==> config.mk <==
export PLATFORM = sky130hd
export DESIGN_NAME = anton_neopixel_apb_bridge
export DESIGN_NICKNAME = d
export VERILOG_FILES = /design/src/rtl/anton_neopixel_apb_bridge_pkg.sv /design/src/rtl/anton_neopixel_apb_bridge.sv
export SDC_FILE = /design/constraint.sdc
export NUM_CORES = 1
export LEC_CHECK = 0
export CAP_MARGIN = 20
export CORE_MARGIN = 2
export CORE_UTILIZATION = 40
export CTS_CLUSTER_SIZE = 14
export DETAILED_ROUTE_END_ITERATION = 10
export GPL_TIMING_DRIVEN = 1
export PLACE_DENSITY = 0.62
export SLEW_MARGIN = 5
export SYNTH_ARGS = -nofsm -noshare
export SYNTH_HDL_FRONTEND = slang
export SYNTH_SLANG_ARGS = --single-unit
==> constraint.sdc <==
create_clock -name busClk -period 4.7 [get_ports busClk]
set_clock_uncertainty 0.15 [all_clocks]
set_input_delay 0.94 -clock busClk [delete_from_list [all_inputs] [get_ports busClk]]
set_output_delay 0.94 -clock busClk [all_outputs]
set_load 0.05 [all_outputs]
==> src/rtl/anton_neopixel_apb_bridge_pkg.sv <==
// rtl/anton_neopixel_apb_bridge_pkg.sv - shared FSM encoding, geometry constants and byte-lane helpers
package anton_neopixel_apb_bridge_pkg;

  typedef enum logic [1:0] {
    ST_IDLE  = 2'd0,
    ST_ISSUE = 2'd1,
    ST_CAPT  = 2'd2,
    ST_DONE  = 2'd3
  } state_e;

  localparam int REG_REGION_BIT = 13;
  localparam int APB_LANES      = 4;

  function automatic logic [7:0] byte_of(input logic [31:0] word, input logic [1:0] lane);
    logic [31:0] shifted;
    shifted = word >> {lane, 3'b000};
    return shifted[7:0];
  endfunction

  function automatic logic [31:0] insert_byte(input logic [31:0] word, input logic [1:0] lane,
                                              input logic [7:0] b);
    logic [31:0] r;
    r = word;
    case (lane)
      2'd0:    r[7:0]   = b;
      2'd1:    r[15:8]  = b;
      2'd2:    r[23:16] = b;
      default: r[31:24] = b;
    endcase
    return r;
  endfunction

endpackage

==> src/rtl/anton_neopixel_apb_bridge.sv <==
// rtl/anton_neopixel_apb_bridge.sv - APB3 completer driving the neopixel internal byte bus
module anton_neopixel_apb_bridge
  import anton_neopixel_apb_bridge_pkg::*;
#(
  parameter int APB_ADDR_W = 16,
  parameter int BUS_ADDR_W = 14
) (
  input  logic                  busClk,
  input  logic                  busReset,
  input  logic                  PSEL,
  input  logic                  PENABLE,
  input  logic                  PWRITE,
  input  logic [APB_ADDR_W-1:0] PADDR,
  input  logic [31:0]           PWDATA,
  output logic [31:0]           PRDATA,
  output logic                  PREADY,
  output logic                  PSLVERR,
  input  logic                  wide32,
  output logic [BUS_ADDR_W-1:0] busAddr,
  output logic [7:0]            busDataIn,
  output logic                  busWrite,
  output logic                  busRead,
  input  logic [7:0]            busDataOut
);

  state_e                  state_q, state_d;
  logic [APB_ADDR_W-1:2]   addr_q, addr_d;
  logic [31:0]             wdata_q, wdata_d;
  logic                    write_q, write_d;
  logic                    wide_q, wide_d;
  logic [1:0]              lane_q, lane_d;
  logic [31:0]             prdata_q, prdata_d;
  logic                    pready_q, pready_d;
  logic                    pslverr_q, pslverr_d;
  logic [BUS_ADDR_W-1:0]   bus_addr_q, bus_addr_d;
  logic [7:0]              bus_wdata_q, bus_wdata_d;
  logic                    bus_write_q, bus_write_d;
  logic                    bus_read_q, bus_read_d;

  logic                    start_wide;
  logic                    start_err;
  logic [1:0]              last_lane;
  logic                    unused_paddr_lsb;

  // Byte address of one lane: wide accesses expand a word index into four byte slots.
  function automatic logic [BUS_ADDR_W-1:0] byte_addr(input logic [APB_ADDR_W-1:2] a,
                                                      input logic wide, input logic [1:0] lane);
    if (wide) begin
      return {1'b0, a[REG_REGION_BIT-1:2], lane};
    end
    return a;
  endfunction

  assign unused_paddr_lsb = ^PADDR[1:0];
  assign start_wide = wide32 && !PADDR[APB_ADDR_W-1];
  assign start_err  = start_wide && (PADDR[APB_ADDR_W-2:REG_REGION_BIT] != '0);
  assign last_lane  = wide_q ? 2'(APB_LANES - 1) : 2'd0;

  always_comb begin
    state_d     = state_q;
    addr_d      = addr_q;
    wdata_d     = wdata_q;
    write_d     = write_q;
    wide_d      = wide_q;
    lane_d      = lane_q;
    prdata_d    = prdata_q;
    pready_d    = 1'b0;
    pslverr_d   = 1'b0;
    bus_addr_d  = bus_addr_q;
    bus_wdata_d = bus_wdata_q;
    bus_write_d = 1'b0;
    bus_read_d  = 1'b0;

    case (state_q)
      ST_IDLE: begin
        if (PSEL && PENABLE && !pready_q) begin
          addr_d  = PADDR[APB_ADDR_W-1:2];
          wdata_d = PWDATA;
          write_d = PWRITE;
          wide_d  = start_wide;
          lane_d  = 2'd0;
          if (start_err) begin
            state_d   = ST_DONE;
            pready_d  = 1'b1;
            pslverr_d = 1'b1;
            prdata_d  = '0;
          end else begin
            state_d     = ST_ISSUE;
            bus_addr_d  = byte_addr(PADDR[APB_ADDR_W-1:2], start_wide, 2'd0);
            bus_wdata_d = PWDATA[7:0];
            bus_write_d = PWRITE;
            bus_read_d  = !PWRITE;
          end
        end
      end

      ST_ISSUE: begin
        // The byte returned now belongs to the strobe of the previous cycle.
        if (!write_q && lane_q != 2'd0) begin
          prdata_d = insert_byte(prdata_q, lane_q - 2'd1, busDataOut);
        end
        if (lane_q == last_lane) begin
          state_d  = write_q ? ST_DONE : ST_CAPT;
          pready_d = write_q;
        end else begin
          lane_d      = lane_q + 2'd1;
          bus_addr_d  = byte_addr(addr_q, wide_q, lane_d);
          bus_wdata_d = byte_of(wdata_q, lane_d);
          bus_write_d = write_q;
          bus_read_d  = !write_q;
        end
      end

      ST_CAPT: begin
        if (wide_q) begin
          prdata_d = insert_byte(prdata_q, last_lane, busDataOut);
        end else begin
          prdata_d = {24'h0, busDataOut};
        end
        state_d  = ST_DONE;
        pready_d = 1'b1;
      end

      default: begin
        state_d = ST_IDLE;
      end
    endcase
  end

  always_ff @(posedge busClk or posedge busReset) begin
    if (busReset) begin
      state_q     <= ST_IDLE;
      addr_q      <= '0;
      wdata_q     <= '0;
      write_q     <= 1'b0;
      wide_q      <= 1'b0;
      lane_q      <= 2'd0;
      prdata_q    <= '0;
      pready_q    <= 1'b0;
      pslverr_q   <= 1'b0;
      bus_addr_q  <= '0;
      bus_wdata_q <= '0;
      bus_write_q <= 1'b0;
      bus_read_q  <= 1'b0;
    end else begin
      state_q     <= state_d;
      addr_q      <= addr_d;
      wdata_q     <= wdata_d;
      write_q     <= write_d;
      wide_q      <= wide_d;
      lane_q      <= lane_d;
      prdata_q    <= prdata_d;
      pready_q    <= pready_d;
      pslverr_q   <= pslverr_d;
      bus_addr_q  <= bus_addr_d;
      bus_wdata_q <= bus_wdata_d;
      bus_write_q <= bus_write_d;
      bus_read_q  <= bus_read_d;
    end
  end

  assign PRDATA    = prdata_q;
  assign PREADY    = pready_q;
  assign PSLVERR   = pslverr_q;
  assign busAddr   = bus_addr_q;
  assign busDataIn = bus_wdata_q;
  assign busWrite  = bus_write_q;
  assign busRead   = bus_read_q;

endmodule

==> summary.md <==
| Metric | Value |
|---|---|
| Die ar. | 14,200 um^2 |
| Syn nets | 454 |
| Critical path startpoint category | register |
| Syn Inst Count | 384 |
| Switch Pwr | between 2 and 2.5 mW |
| Post-synth top cells | 110 x dfrtp_1, 80 x mux2_2, 41 x mux2i_1, 19 x inv_1, 18 x nand2_1 |
| Final Hold Viols | 0 |
| IO Pins | 120 |
| Synthesized flop and latch total | 110 |
| Sequential fraction of the synthesis area | 0.520 |
| Unrepaired setup endpoints after global routing | no |
| Synth warn | 0 |
| Tcrit/Tclk final | 0.691 |
| Hold_buf cts | 0 |
| CTS clk-pin slew, worst paths | 0.07 ns |
| Core Footprint | roughly 13,000 um^2 |
| Avg WL per Cell | between 15 and 20 um |
| Die X | 119 um |
| Post-DRT Antenna Nets | 0 |
| # rows | 42 |
| Overall die height | ~120 um |
| Clock buffer depth | 2 |
| Area Growth Syn to Fin | 32.0% |
| Dominant cell by count in the synthesized netlist | dfrtp_1 |
| Root Driver | clkbuf_16 |
| Slew Viols, Final | 0 |
| Yosys top cell by area | dfrtp_1 |
| Worst-Margin Slew | 0.964 ns |
| Fillers | 1,099 |
| Pint | 3.15 mW |
| Status | completed |
| Largest net degree at the start of global routing | 60 |
| Final HPWL DP | 7.83 mm |
| Setup CP Type | register to register |
| Via-to-Cell Ratio | 5.05 |
| Post-synth cell types | 36 |
| Worst Path Max Fanout | 39 |
| Comb pwr share | 0.517 |
| Max_slew headroom | 0.357 |
| Setup Total Neg Slack | 0 ns |
| Port Buf Inserts | between 100 and 150 |
| Clock share of power | 0.167 |
| Cell Pwr Density | around 760 nW/um^2 |
| First-pass GRT wire length | around 19 mm |
| N_diodes | 0 |
| Worst IR drop on VDD | 0.000448 V |
| Clock latency at the later pin of the worst-skew pair | 0.35 ns |
| H-Tree Depth | 3 |
| Static Leak | 3.05 nW |
| Setup-failing EPs final | 0 |
| Seq pwr share | 0.317 |
| Top FF cell, synth | dfrtp_1 |
| CTS tree | built |
| GPL Wtd Cong | 0.744 |
| Non-Filler Instances | 679 |
| Max Freq | 308 MHz |
| Post-CTS Setup Bufs | 0 |
| Mean area per synthesized cell | approximately 14 um^2 |
| Max cap viols | 0 |
| TritonCTS Buffers | 9 |
| Vias in the first global route | ~3,600 |
| DR vias | 3,432 |
| EDFF count, synth | 0 |
| Syn Std Cell Area | roughly 5300 um^2 |
| Final min period | 3.25 ns |
| Starting Density | 0.404 |
| HP Class | register to register |
| Drt total wl | 11.3 mm |
| Ys async rst share | 1.00 |
| Sw Share | 0.403 |
| CTS Sinks | 110 |
| GRT Util Overall | 0.169 |
| Global route overflow | 0 |
| Dpl cells | 662 |
| Crit path arrival time | 3.34 ns |
| # DRC | 0 |
| Synth area leaders | dfrtp_1 52%, mux2_2 17%, mux2i_1 7.8% |
| Initial antenna violation count | 0 |
| Final net count | 568 |
| Critical path data required time | 4.79 ns |
| Cts repair resizes | 0 |
| Critical Path Sink Type | register |
| Synth top area share | 0.520 |
| Share of cells above drive strength 1 | 0.245 |
| DR pass1 iterations | 4 |
| 1st-iter DRT viols | 126 |
## metrics by stage
| stage | instance area [um^2] | setup slack [ns] | total power [mW] | hold WS [ns] | utilization |
|---|---|---|---|---|---|
| 2_1_floorplan | 5290 | 0.708 | 3.68 | 0.300 | - |
| 3_3_place_gp | 6620 | 1.31 | 4.40 | 0.312 | 0.506 |
| 3_5_place_dp | 6620 | 1.26 | 4.44 | 0.325 | 0.506 |
| 4_1_cts | 6960 | 1.39 | 5.34 | 0.345 | 0.532 |
| 5_1_grt | 6980 | 1.20 | 5.60 | 0.358 | 0.533 |
| 6_report | 6980 | 1.45 | 5.28 | 0.340 | 0.533 |
## critical path: stages, from the launching register on
cell and delay, ns:
dfrtp_1 0.40, inv_1 0.11, ha_2 0.83, nand3_2 0.32, a211oi_4 0.56, buf_4 0.38
mux2_2 0.37
## kinds of logic (layout without fill, tap and decap cells)
kind of cell    Yosys count  count (layout)  share of synthesized area
mux                     149             149                      0.330
flops                   110             110                      0.520
simple gates             52              52                     0.0544
buf+inv                  38             157                     0.0367
compound gates           27              27                     0.0393
fa+ha+maj                 8               8                     0.0189
## metal layers
layer / up-vias / routed length [um] / global-route usage / part of all wire
met5: - / 0 / 0 / 0
li1: 1605 / - / - / -
met4: 0 / 148 / 0.0699 / 0.013
met3: 11 / 548 / 0.0330 / 0.049
met1: 1730 / 5230 / 0.234 / 0.46
met2: 86 / 5360 / 0.261 / 0.47
## area by class of cell
type                       instances  area, um^2  share of cell area
clock buffer                      11         243              0.0348
clock inverter                     5         104              0.0149
inverter                          19        73.8              0.0106
multi-input combinational        236        2340               0.336
sequential                       110        2750               0.394
tap                              176         220              0.0316
timing repair buffer             122        1240               0.178
## power by group through the flow
stage                     Clock, mW  Combinational, mW  Sequential, mW
after CTS                     0.903               2.76            1.68
after detailed placement          0               2.75            1.69
after floorplan                   0               1.43            2.26
after global routing          0.942               2.92            1.73
after global placement            0               2.72            1.68
final                         0.880               2.73            1.67
## cell usage in the layout (no fill, tap or decap), types with 2 or more instances in the layout
cell type	n
clkbuf_16	9
bufinv_16	3
nand3_1	4
and2_1	9
mux2_1	14
a21oi_1	2
nand2b_1	2
o21a_1	3
mux4_2	6
mux4_1	2
o31ai_1	4
nand3b_1	2
nand2_1	18
clkdlybuf4s50_1	117
o32ai_1	2
ha_1	7
dfrtp_1	110
mux2_4	6
o211ai_1	2
buf_4	2
o21ai_0	9
buf_12	2
nor2_1	7
nand3_2	4
mux2_2	80
mux2i_1	41
inv_1	18
## worst paths after layout
path / from / end / slack (ns) / cells after the start
max: state_q[1] / busDataIn[7] / 1.45 / 6
min: busAddr[9] / busAddr[9] / 0.34 / 1
max reg2reg: state_q[1] / busDataIn[7] / 1.45 / 6
min reg2reg: busAddr[9] / busAddr[9] / 0.34 / 1
max in group asynchronous: busReset / wide_q / 2.75 / 3
min in group asynchronous: busReset / PRDATA[26] / 0.89 / 2
## state kept, by name, summed over array words and instances (netlist names)
register,cells
wdata_q,32
wide_q,1
PREADY,1
busAddr,14
busWrite,1
busRead,1
lane_q,2
addr_q,14
PSLVERR,1
write_q,1
state_q,2
PRDATA,32
busDataIn,8
(Power assumes the default switching activity.)
